File: config.mk
export PLATFORM = sky130hd
export DESIGN_NAME = pcileech_fifo_tx_arb
export DESIGN_NICKNAME = d
export VERILOG_FILES = /design/src/rtl/pcileech_fifo_tx_arb_pkg.sv /design/src/rtl/pcileech_skid_reg.sv /design/src/rtl/pcileech_fifo_tx_arb.sv
export SDC_FILE = /design/constraint.sdc
export NUM_CORES = 1
export LEC_CHECK = 0
export ABC_AREA = 1
export CELL_PAD_IN_SITES_DETAIL_PLACEMENT = 1
export CELL_PAD_IN_SITES_GLOBAL_PLACEMENT = 2
export CORE_UTILIZATION = 23
export DETAILED_ROUTE_END_ITERATION = 12
export GPL_TIMING_DRIVEN = 1
export PLACE_DENSITY = 0.73
export SYNTH_ARGS = -nofsm -noshare
export SYNTH_HDL_FRONTEND = slang
export SYNTH_HIERARCHICAL = 1
export SYNTH_SLANG_ARGS = --single-unit
File: constraint.sdc
create_clock -name clk -period 3 [get_ports clk]
set_input_delay 0.3 -clock clk [delete_from_list [all_inputs] [get_ports clk]]
set_output_delay 0.3 -clock clk [all_outputs]
set_load 0.01 [all_outputs]
File: src/rtl/pcileech_fifo_tx_arb_pkg.sv
// Shared definitions for the FIFO->COM transmit arbiter: COM source ids and FSM states.
package pcileech_fifo_tx_arb_pkg;

    localparam int unsigned TXARB_SRC_TLP  = 0;
    localparam int unsigned TXARB_SRC_CFG  = 1;
    localparam int unsigned TXARB_SRC_CORE = 2;

    typedef enum logic [1:0] {
        TXARB_IDLE,
        TXARB_XFER,
        TXARB_DRAIN
    } txarb_state_t;

endpackage

File: src/rtl/pcileech_skid_reg.sv
// Two-entry valid/ready skid buffer; in_ready is registered so out_ready never
// reaches the upstream side combinationally.
module pcileech_skid_reg #(
    parameter int unsigned W = 32
) (
    input  logic         clk,
    input  logic         rst_n,
    input  logic         in_valid,
    input  logic [W-1:0] in_data,
    output logic         in_ready,
    output logic         out_valid,
    output logic [W-1:0] out_data,
    input  logic         out_ready
);

    logic         skid_valid;
    logic [W-1:0] skid_data;
    logic         in_fire;

    assign in_ready = ~skid_valid;
    assign in_fire  = in_valid & in_ready;

    always_ff @(posedge clk or negedge rst_n) begin
        if (!rst_n) begin
            out_valid  <= 1'b0;
            out_data   <= '0;
            skid_valid <= 1'b0;
            skid_data  <= '0;
        end else if (!out_valid || out_ready) begin
            // Skid entry, when present, always goes out first; in_ready was low so no new word arrives.
            if (skid_valid) begin
                out_valid  <= 1'b1;
                out_data   <= skid_data;
                skid_valid <= 1'b0;
            end else begin
                out_valid <= in_fire;
                if (in_fire) begin
                    out_data <= in_data;
                end
            end
        end else if (in_fire) begin
            skid_valid <= 1'b1;
            skid_data  <= in_data;
        end
    end

endmodule

File: src/rtl/pcileech_fifo_tx_arb.sv
// Packet-granular round-robin arbiter feeding the single 32-bit COM transmit path,
// with per-source enable, an over-length watchdog and a registered skid output stage.
module pcileech_fifo_tx_arb
    import pcileech_fifo_tx_arb_pkg::*;
#(
    parameter int unsigned NUM_SRC   = 3,
    parameter int unsigned MAX_WORDS = 512
) (
    input  logic                       clk,
    input  logic                       rst_n,
    input  logic [NUM_SRC-1:0]         src_en,
    input  logic [NUM_SRC-1:0]         src_valid,
    input  logic [NUM_SRC*32-1:0]      src_data,
    input  logic [NUM_SRC-1:0]         src_last,
    output logic [NUM_SRC-1:0]         src_ready,
    output logic                       out_valid,
    output logic [31:0]                out_data,
    output logic                       out_last,
    output logic [$clog2(NUM_SRC)-1:0] out_src,
    input  logic                       out_ready,
    output logic [NUM_SRC-1:0]         err_overlong
);

    localparam int unsigned SW = $clog2(NUM_SRC);
    localparam int unsigned CW = $clog2(MAX_WORDS + 1);
    localparam int unsigned W  = 32 + 1 + SW;

    txarb_state_t      state;
    logic [SW-1:0]     gnt;
    logic [SW-1:0]     rr_ptr;
    logic [CW-1:0]     cnt;
    logic [NUM_SRC-1:0] cand;
    logic              cur_valid;
    logic              cur_last;
    logic [31:0]       cur_data;
    logic              acc;
    logic              wd_hit;
    logic              skid_in_valid;
    logic              skid_ready;
    logic [W-1:0]      skid_in;
    logic [W-1:0]      skid_out;

    // Rotate so the source after ptr sits at bit 0, take the lowest set bit, rotate back.
    function automatic logic [SW-1:0] rr_pick(input logic [NUM_SRC-1:0] c, input logic [SW-1:0] ptr);
        logic [2*NUM_SRC-1:0] dbl;
        logic [NUM_SRC-1:0]   rot;
        int unsigned          sh;
        int unsigned          win;
        logic                 found;
        sh = int'(ptr) + 1;
        if (sh >= NUM_SRC) sh = 0;
        dbl   = {c, c} >> sh;
        rot   = dbl[NUM_SRC-1:0];
        win   = 0;
        found = 1'b0;
        for (int unsigned k = 0; k < NUM_SRC; k++) begin
            if (!found && rot[k]) begin
                win   = k;
                found = 1'b1;
            end
        end
        return SW'((win + sh) % NUM_SRC);
    endfunction

    assign cand = src_valid & src_en;

    always_comb begin
        cur_valid = 1'b0;
        cur_last  = 1'b0;
        cur_data  = '0;
        src_ready = '0;
        for (int unsigned i = 0; i < NUM_SRC; i++) begin
            if (gnt == SW'(i)) begin
                cur_valid = src_valid[i];
                cur_last  = src_last[i];
                cur_data  = src_data[32*i +: 32];
                if (state == TXARB_XFER)  src_ready[i] = skid_ready;
                if (state == TXARB_DRAIN) src_ready[i] = 1'b1;
            end
        end
    end

    assign acc           = cur_valid & (|src_ready);
    assign wd_hit        = (cnt == CW'(MAX_WORDS - 1)) & ~cur_last;
    assign skid_in_valid = (state == TXARB_XFER) & cur_valid;
    assign skid_in       = {gnt, cur_last | wd_hit, cur_data};

    always_ff @(posedge clk or negedge rst_n) begin
        if (!rst_n) begin
            state        <= TXARB_IDLE;
            gnt          <= '0;
            rr_ptr       <= SW'(NUM_SRC - 1);
            cnt          <= '0;
            err_overlong <= '0;
        end else begin
            case (state)
                TXARB_IDLE: begin
                    if (|cand) begin
                        gnt   <= rr_pick(cand, rr_ptr);
                        state <= TXARB_XFER;
                    end
                end
                TXARB_XFER: begin
                    if (acc) begin
                        if (cur_last) begin
                            rr_ptr <= gnt;
                            cnt    <= '0;
                            state  <= TXARB_IDLE;
                        end else if (wd_hit) begin
                            err_overlong[gnt] <= 1'b1;
                            state             <= TXARB_DRAIN;
                        end else begin
                            cnt <= cnt + CW'(1);
                        end
                    end
                end
                TXARB_DRAIN: begin
                    if (acc && cur_last) begin
                        rr_ptr <= gnt;
                        cnt    <= '0;
                        state  <= TXARB_IDLE;
                    end
                end
                default: state <= TXARB_IDLE;
            endcase
        end
    end

    pcileech_skid_reg #(.W(W)) u_skid (
        .clk       (clk),
        .rst_n     (rst_n),
        .in_valid  (skid_in_valid),
        .in_data   (skid_in),
        .in_ready  (skid_ready),
        .out_valid (out_valid),
        .out_data  (skid_out),
        .out_ready (out_ready)
    );

    assign out_data = skid_out[31:0];
    assign out_last = skid_out[32];
    assign out_src  = skid_out[W-1:33];

endmodule

==> summary.txt, run 1 <==
Power and ir drop
  – Leak Pwr: 0.00380 uW
  – Max VDD drop: a little over 0.4 mV
  – Pwr Density: between 900 and 1000 nW/um^2
  – Total power draw: 7440 uW

GRT
  – Grt ovf: 0
  – Largest net degree at the start of global routing: 50
  – Number of global-route vias before repair: ~5500
  – Initial antenna violation count: 0
  – First-pass GRT wire length: 29400 um
  – Gr usage total: approximately 16%

Timing
  – Setup ws final: roughly 85 ps
  – RSZ-0062 raised after global routing: true
  – Min Tclk post-route: a little under 3000 ps
  – Worst-Margin Slew: around 620 ps
  – Fmax: approximately 340 MHz
  – Rel. slew slack: about three fifths
  – Period utilisation layout: a little over nine tenths
  – Slew Limit Fails: 0
  – Max Clock Skew: roughly 7.6 ps
  – Final setup vio count: 0
  – Final hold violations: 0

Clocking
  – CTS tree: built
  – Skew-Pair Late Insertion Delay: between 300 and 400 ps
  – Clk buf depth: 2
  – Inserted Clock Buffers: 9
  – H-tree levels: 3
  – Worst-path clk slew: 70 ps
  – Clock sinks: about 90
  – Clock Tree Root: clkbuf_16

Floorplanning
  – Placement Rows: between 50 and 60
  – Die height: approximately 150 um
  – Effective utilization at floorplan: 23.5%
  – Die footprint: 23700 sq um
  – Die width: ~150 um
  – IO Count: 150
  – CORE AREA: 22600 sq um

Yosys
  – Async set-reset flop share out of synthesis: 100%
  – Ys flop type: dfrtp_1
  – Cells after Synth: 774
  – Sequential cell area fraction in the yosys report: between 40% and 50%
  – Post-Syn Area: ~5300 sq um
  – Post-synth EDFFs: 0
  – Syn Area/Cell: roughly 6.9 sq um
  – Post-Syn Nets: around 890
  – Yosys cell types: 34
  – Synth Warn #: 6
  – Yosys reg bits: 91

Placed design
  – Dpl hpwl: approximately 13000 um
  – Routability-driven placement congestion ratio: 0.723
  – Pre-CTS WS: -313 ps
  – Port buffer count: 149
  – Cell Area, Placed: slightly above 7000 sq um

Cells and area
  – Filler Cell Count: 2820
  – Multi-input gate area: about 2700 sq um
  – Antenna fix cells: 0
  – FF/Latch Area: 2280 sq um
  – Utilization after layout: between 30% and 40%
  – Nets: ~1000
  – Finished Cell Area: approximately 7500 sq um
  – Leading cell type in the layout, fill and taps excluded: nand2_1
  – Commonest non-fill, non-tap cells in the layout: nand2_1, clkdlybuf4s50_1, dfrtp_1, nand3_1, inv_1
  – Area added between synthesis and finish: 42.1%
  – Layout cells sized above 1: ~10%

Critical path
  – Top delay family on crit path: adder cells
  – CP max FO: 5
  – Number of buffers and inverters on the critical path: 6
  – Arrival @ worst endpoint: about 3200 ps
  – CP max-delay cell: dfstp_2
  – CP max stage delay: 610 ps
  – Most frequent CP cell: nand2_1
  – Worst setup path class: flop to flop
  – Worst setup EP type: flop
  – Crit path cell chain: nor2_2, nand2_1, nand2_1, a21oi_2, inv_1, nand2_1, inv_1, ha_2, fa_1, ha_2, inv_4, nand3_2, o21a_1, inv_1, ha_2, inv_2, nand2_2, inv_2, nand2_4, nand2_2, o21ai_2, nand2_1, nand2_1
  – Startpoint types: flop
  – Worst Path Required: about 3300 ps

Detailed routing
  – Met3 wire len: between 800 and 900 um
  – Total number of vias: around 5400
  – Post-DR wirelength/cell: between 10 and 15 um
  – DR DRC count: 0
  – Routed WL: 18200 um
  – Metal2 WL: around 8200 um
  – ANT nets after route: 0
  – Top sig layer: met4
  – DR pass1 iterations: 4
  – M1 WL: 8920 um
  – Via density: between 4 and 5
  – Initial DRC count: ~250

Job
  – MaxCap Viol Count: 0

Status
  – Status: finished clean

Worst hold path
  – Hold Path Class: flop to flop
-- power breakdown --
group,leakage [uW],internal [uW],switching [uW]
clock,0.000141,657,534
sequential,0.00117,1710,298
combinational,0.00250,1610,2630
-- final cells by class --
class,count,area share (%)
tap,285,4.72
inverter,39,2.01
sequential,91,30.2
clock inverter,6,0.978
timing repair buffer,178,22.9
clock buffer,10,3.03
multi-input combinational,610,36.2
-- worst min-delay path: stages (launching register included) --
cell	delay, ps
dfrtp_1	340
nand2_1	50
nand2_1	40
-- path summary, 6_finish.rpt --
check                                           from              endpoint  slack, ps  cells past startpoint
worst max-delay path                       rr_ptr[1]                gnt[1]         80                     23
worst min register to register  u_skid/skid_data[23]  u_skid/skid_data[23]        470                      2
worst min-delay path            u_skid/skid_data[23]  u_skid/skid_data[23]        470                      2
worst max register to register             rr_ptr[1]                gnt[1]         80                     23
min in group asynchronous                      rst_n                cnt[1]        510                      2
max in group asynchronous                      rst_n  u_skid/skid_data[23]       1790                      3
-- cells in the mapped netlist, types with 5 or more instances --
| library cell | n | share of area (%) |
|---|---|---|
| nor2_1 | 19 | 1.3 |
| nand2_1 | 444 | 31 |
| o21bai_1 | 5 | 0.71 |
| nor2_4 | 5 | 1.1 |
| dfrtp_1 | 90 | 42 |
| buf_4 | 6 | 0.85 |
| nand2_2 | 5 | 0.59 |
| nand4_1 | 10 | 1.2 |
| clkbuf_1 | 7 | 0.49 |
| ha_1 | 5 | 1.2 |
| buf_2 | 15 | 1.4 |
| o21ai_2 | 9 | 1.5 |
| nand3_1 | 88 | 8.3 |
| inv_1 | 34 | 2.4 |
| buf_6 | 6 | 1.3 |
-- per-stage QoR --
step | TNS, ps | std cells | hold slack (ps)
2_1_floorplan | 0 | 774 | 4.41
3_3_place_gp | -437 | 1197 | 364
3_5_place_dp | -552 | 1197 | 364
4_1_cts | 0 | 1216 | 475
5_1_grt | -223 | 1219 | 491
6_report | 0 | 1219 | 472
-- per-layer routing --
layer / track usage, % / up-vias
met1: 21.3 / 2549
met2: 25.5 / 104
li1: - / 2718
met4: 5.48 / 0
met3: 2.99 / 15
met5: 0 / -
-- sequential cells by signal, summed over array words and instances, names as in the netlist --
name	flops
u_skid/skid_valid	1
u_skid/out_data	35
cnt	10
u_skid/skid_data	35
rr_ptr	2
u_skid/out_valid	1
gnt	2
state	2
err_overlong	3
-- what timing repair did --
action / CTS / global route
endpoints found under the hold margin: 41 / 0
setup endpoints to repair: 1 / 2
setup buffers: 2 / 3
pin swaps: 3 / 7
hold buffers: 1 / 0
gates resized for setup: 7 / 14
-- cell families (layout without fill, tap and decap cells) --
group	after synthesis	count (layout)	synth area share [%]
simple gates	581	581	45.6
buf+inv	73	233	6.83
fa+ha+maj	6	6	1.55
compound gates	22	22	3.06
other cells	1	1	0.0706
flops	91	91	42.9
(Power assumes the default switching activity.)
==> run 2: changes to the inputs <==
- RECOVER_POWER: unset -> 25
==> run 2 against run 1 <==
Against the previous run:
- power about the same
- sequential share of layout area increased by 0.070 points
- first-iteration DRC count increased by 4.0%
- clock-buffer cell count unchanged
- combinational power about the same
- core utilization decreased by 0.077 points
- fmax about the same
- cell count unchanged
- worst setup slack about the same
- critical path depth unchanged
- cell area decreased by 0.23%
- highest routed layer unchanged
==> summary.txt, run 2 (synthesis results as in run 1) <==
Status
  – Status: finished clean

Floorplanning
  – CORE AREA: about 23000 sq um
  – Die width: 154 um
  – Effective utilization at floorplan: a little under a quarter
  – Die height: approximately 150 um
  – Die footprint: around 24000 sq um
  – IO Count: 150
  – Placement Rows: 55

Clocking
  – CTS tree: built
  – H-tree levels: 3
  – Worst-path clk slew: roughly 70 ps
  – Inserted Clock Buffers: 9
  – Skew-Pair Late Insertion Delay: between 300 and 400 ps
  – Clock Tree Root: clkbuf_16
  – Clock sinks: 91
  – Clk buf depth: 2

Cells and area
  – Leading cell type in the layout, fill and taps excluded: nand2_1
  – Commonest non-fill, non-tap cells in the layout: nand2_1, clkdlybuf4s50_1, dfrtp_1, nand3_1, inv_1
  – Layout cells sized above 1: around a tenth
  – Utilization after layout: around a third
  – Antenna fix cells: 0
  – Nets: roughly 1000
  – Filler Cell Count: 2822
  – Largest registers: u_skid/out_data x35, u_skid/skid_data x35, cnt x10
  – Area added between synthesis and finish: 41.7%

Detailed routing
  – Metal2 WL: around 8200 um
  – DR pass1 iterations: 4
  – Via density: roughly 4.4
  – M1 WL: around 9000 um
  – Initial DRC count: between 200 and 300
  – Total number of vias: ~5400
  – Top sig layer: met4
  – Met3 wire len: roughly 760 um
  – ANT nets after route: 0
  – Post-DR wirelength/cell: 14.9 um
  – DR DRC count: 0
  – Routed WL: ~18000 um

GRT
  – Grt ovf: 0
  – Gr usage total: between 10% and 20%
  – Largest net degree at the start of global routing: 50
  – First-pass GRT wire length: about 30000 um
  – Initial antenna violation count: 0
  – Number of global-route vias before repair: around 5500

Timing
  – Rel. slew slack: between 10% and 20%
  – Slew Limit Fails: 0
  – Worst-Margin Slew: 1210 ps
  – Final hold violations: 0
  – Setup_tns: 0 ps
  – Hold_ws: between 400 and 500 ps
  – Max Clock Skew: between 7 and 8 ps
  – Period utilisation layout: between 90% and 100%
  – RSZ-0062 raised after global routing: true
  – Min Tclk post-route: around 3000 ps
  – Final setup vio count: 0
  – Fmax: 343 MHz

Power and ir drop
  – Pwr Density: around 990 nW/um^2
  – Leak Pwr: ~0.0038 uW
  – Max VDD drop: 0.402 mV
  – Total power draw: roughly 7400 uW

Placed design
  – Port buffer count: 149
  – Dpl hpwl: around 13000 um
  – Routability-driven placement congestion ratio: 0.723

Critical path
  – Arrival @ worst endpoint: roughly 3200 ps
  – Worst Path Required: around 3300 ps
  – Startpoint types: flop
  – Worst setup path class: flop to flop
  – Worst setup EP type: flop
  – CP max FO: 5

Worst hold path
  – Hold Path Class: flop to flop

Job
  – MaxCap Viol Count: 0
## run 2: cell types whose count changed in the layout (fill, tap and decap cells not counted)
cell and change:
clkbuf_2 +1, buf_4 -1, buf_12 -1, buf_2 +1
## run 2: cell type report
| cell class | count | area (sq um) | area share (%) |
|---|---|---|---|
| clock inverters | 6 | 73.8 | 0.980 |
| well taps | 285 | 357 | 4.74 |
| multi-input cells | 610 | 2730 | 36.3 |
| clock buffers | 10 | 229 | 3.04 |
| repair buffers | 178 | 1710 | 22.7 |
| inverters | 39 | 151 | 2.01 |
| flip-flops and latches | 91 | 2280 | 30.3 |
## run 2: through the flow
step	std cells	setup slack [ps]	area, sq um
after floorplan	774	99.7	5310
after detailed placement	1197	-313	7140
final	1219	84.5	7530
after global placement	1197	-252	7140
after global routing	1219	-125	7530
after CTS	1216	16.2	7480
## run 2: metal layers
layer / vias to the layer above / global-route usage [%]
li1: 2719 / -
met1: 2547 / 21.3
met2: 98 / 25.5
met3: 17 / 2.99
met4: 0 / 5.48
met5: - / 0
## run 2: timing repair
action | in CTS | in global routing
hold endpoints to repair | 41 | 0
gates resized for setup | 7 | 14
endpoints found under the setup margin | 1 | 2
hold buffers | 1 | 0
setup buffers | 2 | 3
pin swaps | 3 | 7
## run 2: path summary, 6_finish.rpt
kind                                           start                    to  slack, ps  depth (start not counted)
max in group asynchronous                      rst_n     u_skid/skid_valid        430                          3
worst min register to register  u_skid/skid_data[23]  u_skid/skid_data[23]        470                          2
min in group asynchronous                      rst_n                cnt[1]        710                          2
worst min-delay path            u_skid/skid_data[23]  u_skid/skid_data[23]        470                          2
worst max-delay path                       rr_ptr[1]                gnt[1]         80                         23
worst max register to register             rr_ptr[1]                gnt[1]         80                         23
## run 2: where the power goes
group | switching (uW) | internal (uW)
combinational | 2630 | 1610
sequential | 297 | 1710
clock | 534 | 657
## run 2: critical path: stages, from the launching register on
cell	delay (ps)
dfstp_2	610
nor2_2	70
nand2_1	60
nand2_1	60
a21oi_2	120
inv_1	50
nand2_1	50
inv_1	40
ha_2	160
fa_1	510
ha_2	210
inv_4	50
nand3_2	60
o21a_1	140
inv_1	50
ha_2	160
inv_2	50
nand2_2	40
inv_2	70
nand2_4	50
nand2_2	70
o21ai_2	50
nand2_1	50
nand2_1	40
==> run 3: changes to the inputs <==
- CORE_MARGIN: unset -> 1.5
==> run 3 against run 2 <==
Against the previous run:
- combinational power down 1%
- sequential share of layout area grew 0.086 points
- power down 1.0%
- critical path depth down 1
- via count down 0.84%
- largest power group unchanged
- highest routed layer unchanged
==> summary.txt, run 3 (synthesis results as in run 1) <==
Status
  – Status: finished clean

Clocking
  – CTS hold repair buffers: 0
  – Clock Tree Root: clkbuf_16
  – Clock sinks: 91
  – Clk buf depth: 2
  – Inserted Clock Buffers: 9
  – CTS tree: built
  – H-tree levels: 3
  – Worst-path clk slew: 60 ps
  – Skew-Pair Late Insertion Delay: around 350 ps

Timing
  – Worst-Margin Slew: between 1000 and 1500 ps
  – Period utilisation layout: between 90 and 100%
  – Max Clock Skew: around 8.0 ps
  – Rel. slew slack: 14.1%
  – Final hold violations: 0
  – Setup ws final: between 20 and 30 ps
  – Final setup vio count: 0
  – Slew Limit Fails: 0
  – Min Tclk post-route: just under 3000 ps
  – RSZ-0062 raised after global routing: true
  – Fmax: 337 MHz

Job
  – MaxCap Viol Count: 0

Critical path
  – R2R cell count: 22
  – Startpoint types: flop
  – Worst Path Required: ~3200 ps
  – Worst setup path class: flop to flop
  – Reg2reg end: gnt[1]
  – CP max FO: 5
  – Worst setup EP type: flop
  – RR Startpoint: rr_ptr[1]
  – Arrival @ worst endpoint: 3210 ps
  – R2r setup slk: about 29 ps

Cells and area
  – Leading cell type in the layout, fill and taps excluded: nand2_1
  – Largest registers: u_skid/out_data x35, u_skid/skid_data x35, cnt x10
  – Layout Cells excl Fill: 1215
  – Finished Cell Area: roughly 7500 sq um
  – Filler Cell Count: approximately 2800
  – Area added between synthesis and finish: 41.3%
  – Layout cells sized above 1: under 10%
  – Utilization after layout: around a third
  – Nets: approximately 1000
  – Antenna fix cells: 0
  – Commonest non-fill, non-tap cells in the layout: nand2_1, clkdlybuf4s50_1, dfrtp_1, nand3_1, inv_1

Placed design
  – Placed insts: between 1000 and 1500
  – Port buffer count: about 150
  – Routability-driven placement congestion ratio: roughly 0.75
  – Pre-CTS WS: -321 ps
  – Dpl hpwl: approximately 13000 um
  – Cell Area, Placed: slightly above 7000 sq um

Detailed routing
  – Total number of vias: 5336
  – Routed WL: between 15000 and 20000 um
  – DR pass1 iterations: 6
  – ANT nets after route: 0
  – Via density: approximately 4.4
  – Initial DRC count: roughly 220
  – Post-DR wirelength/cell: between 10 and 15 um
  – DR DRC count: 0

GRT
  – Gr usage total: 15.5%
  – Initial antenna violation count: 0
  – Grt ovf: 0
  – Largest net degree at the start of global routing: 47
  – First-pass GRT wire length: between 20000 and 30000 um
  – Number of global-route vias before repair: 5504

Floorplanning
  – Die footprint: between 20000 and 25000 sq um
  – Die height: ~160 um
  – CORE AREA: 22600 sq um
  – IO Count: 150
  – Placement Rows: between 50 and 60
  – Effective utilization at floorplan: 23.5%
  – Die width: between 150 and 200 um

Worst hold path
  – Hold Path Class: primary input to async pin

Power and ir drop
  – Max VDD drop: roughly 0.48 mV
  – Pwr Density: just under 1000 nW/um^2
  – Leak Pwr: 0.00379 uW
## run 3: changes by cell type in the layout (fill, tap and decap cells not counted), moves of 2 or more
cell	change
buf_4	-4
nand2_2	+2
o21ai_1	+2
clkinv_2	+3
clkinvlp_4	-2
buf_12	+2
## run 3: per-layer routing
layer / wire length, um / up-vias / GRT usage [%]
met5: 0 / - / 0
met4: 175 / 0 / 4.35
met3: 614 / 8 / 2.51
met2: 8300 / 94 / 25.2
met1: 8910 / 2522 / 21.1
li1: - / 2712 / -
## run 3: timing repair
item,4_1_cts,5_1_grt
buffers inserted,1,2
hold endpoints to repair,0,0
endpoints found under the setup margin,2,2
pin swaps,0,14
cloned,0,0
resized for setup,4,15
## run 3: worst max path at each step
stage,depth (start not counted),to,from,slack (ps)
after floorplan,23,gnt[1],rr_ptr[1],100
after global placement,23,gnt[1],src_valid[2],-240
after detailed placement,24,gnt[1],src_valid[2],-320
after CTS,22,gnt[1],rr_ptr[1],9
after global routing,23,gnt[1],rr_ptr[1],-200
final,22,gnt[1],rr_ptr[1],30
## run 3: metrics by stage
stage	setup TNS (ps)	hold WS (ps)	total power (uW)
CTS	0	15.4	7460
floorplan	0	4.41	4620
global placement	-416	396	6150
detailed placement	-591	396	6200
finish	0	213	7360
global route	-324	323	8120
## run 3: worst max-delay path, stage by stage (launching register included)
cell,delay [ps]
dfstp_2,600
nor2_2,60
buf_4,140
nand3_1,60
nand2_1,80
nand2_1,70
inv_1,40
ha_2,170
fa_1,560
ha_2,190
inv_2,60
nand3_2,50
o21a_1,140
inv_1,50
ha_2,160
inv_2,50
nand2_2,50
inv_2,60
nand2_2,50
nand2_1,60
o21ai_1,50
nand2_1,60
nand2_1,50
## run 3: cell type report
| cell class | instances | area (sq um) | area share (%) |
|---|---|---|---|
| Clock inverter | 6 | 62.6 | 0.833 |
| Inverter | 39 | 149 | 1.98 |
| Tap cell | 285 | 357 | 4.75 |
| Clock buffer | 10 | 239 | 3.18 |
| Multi-Input combinational cell | 610 | 2730 | 36.3 |
| Timing Repair Buffer | 174 | 1700 | 22.6 |
| Sequential cell | 91 | 2280 | 30.4 |
## run 3: report_power, final
group | total (uW) | switching (uW) | internal [uW]
Clock | 1170 | 503 | 669
Combinational | 4180 | 2590 | 1590
Sequential | 2010 | 300 | 1710
Total | 7360 | 3390 | 3970
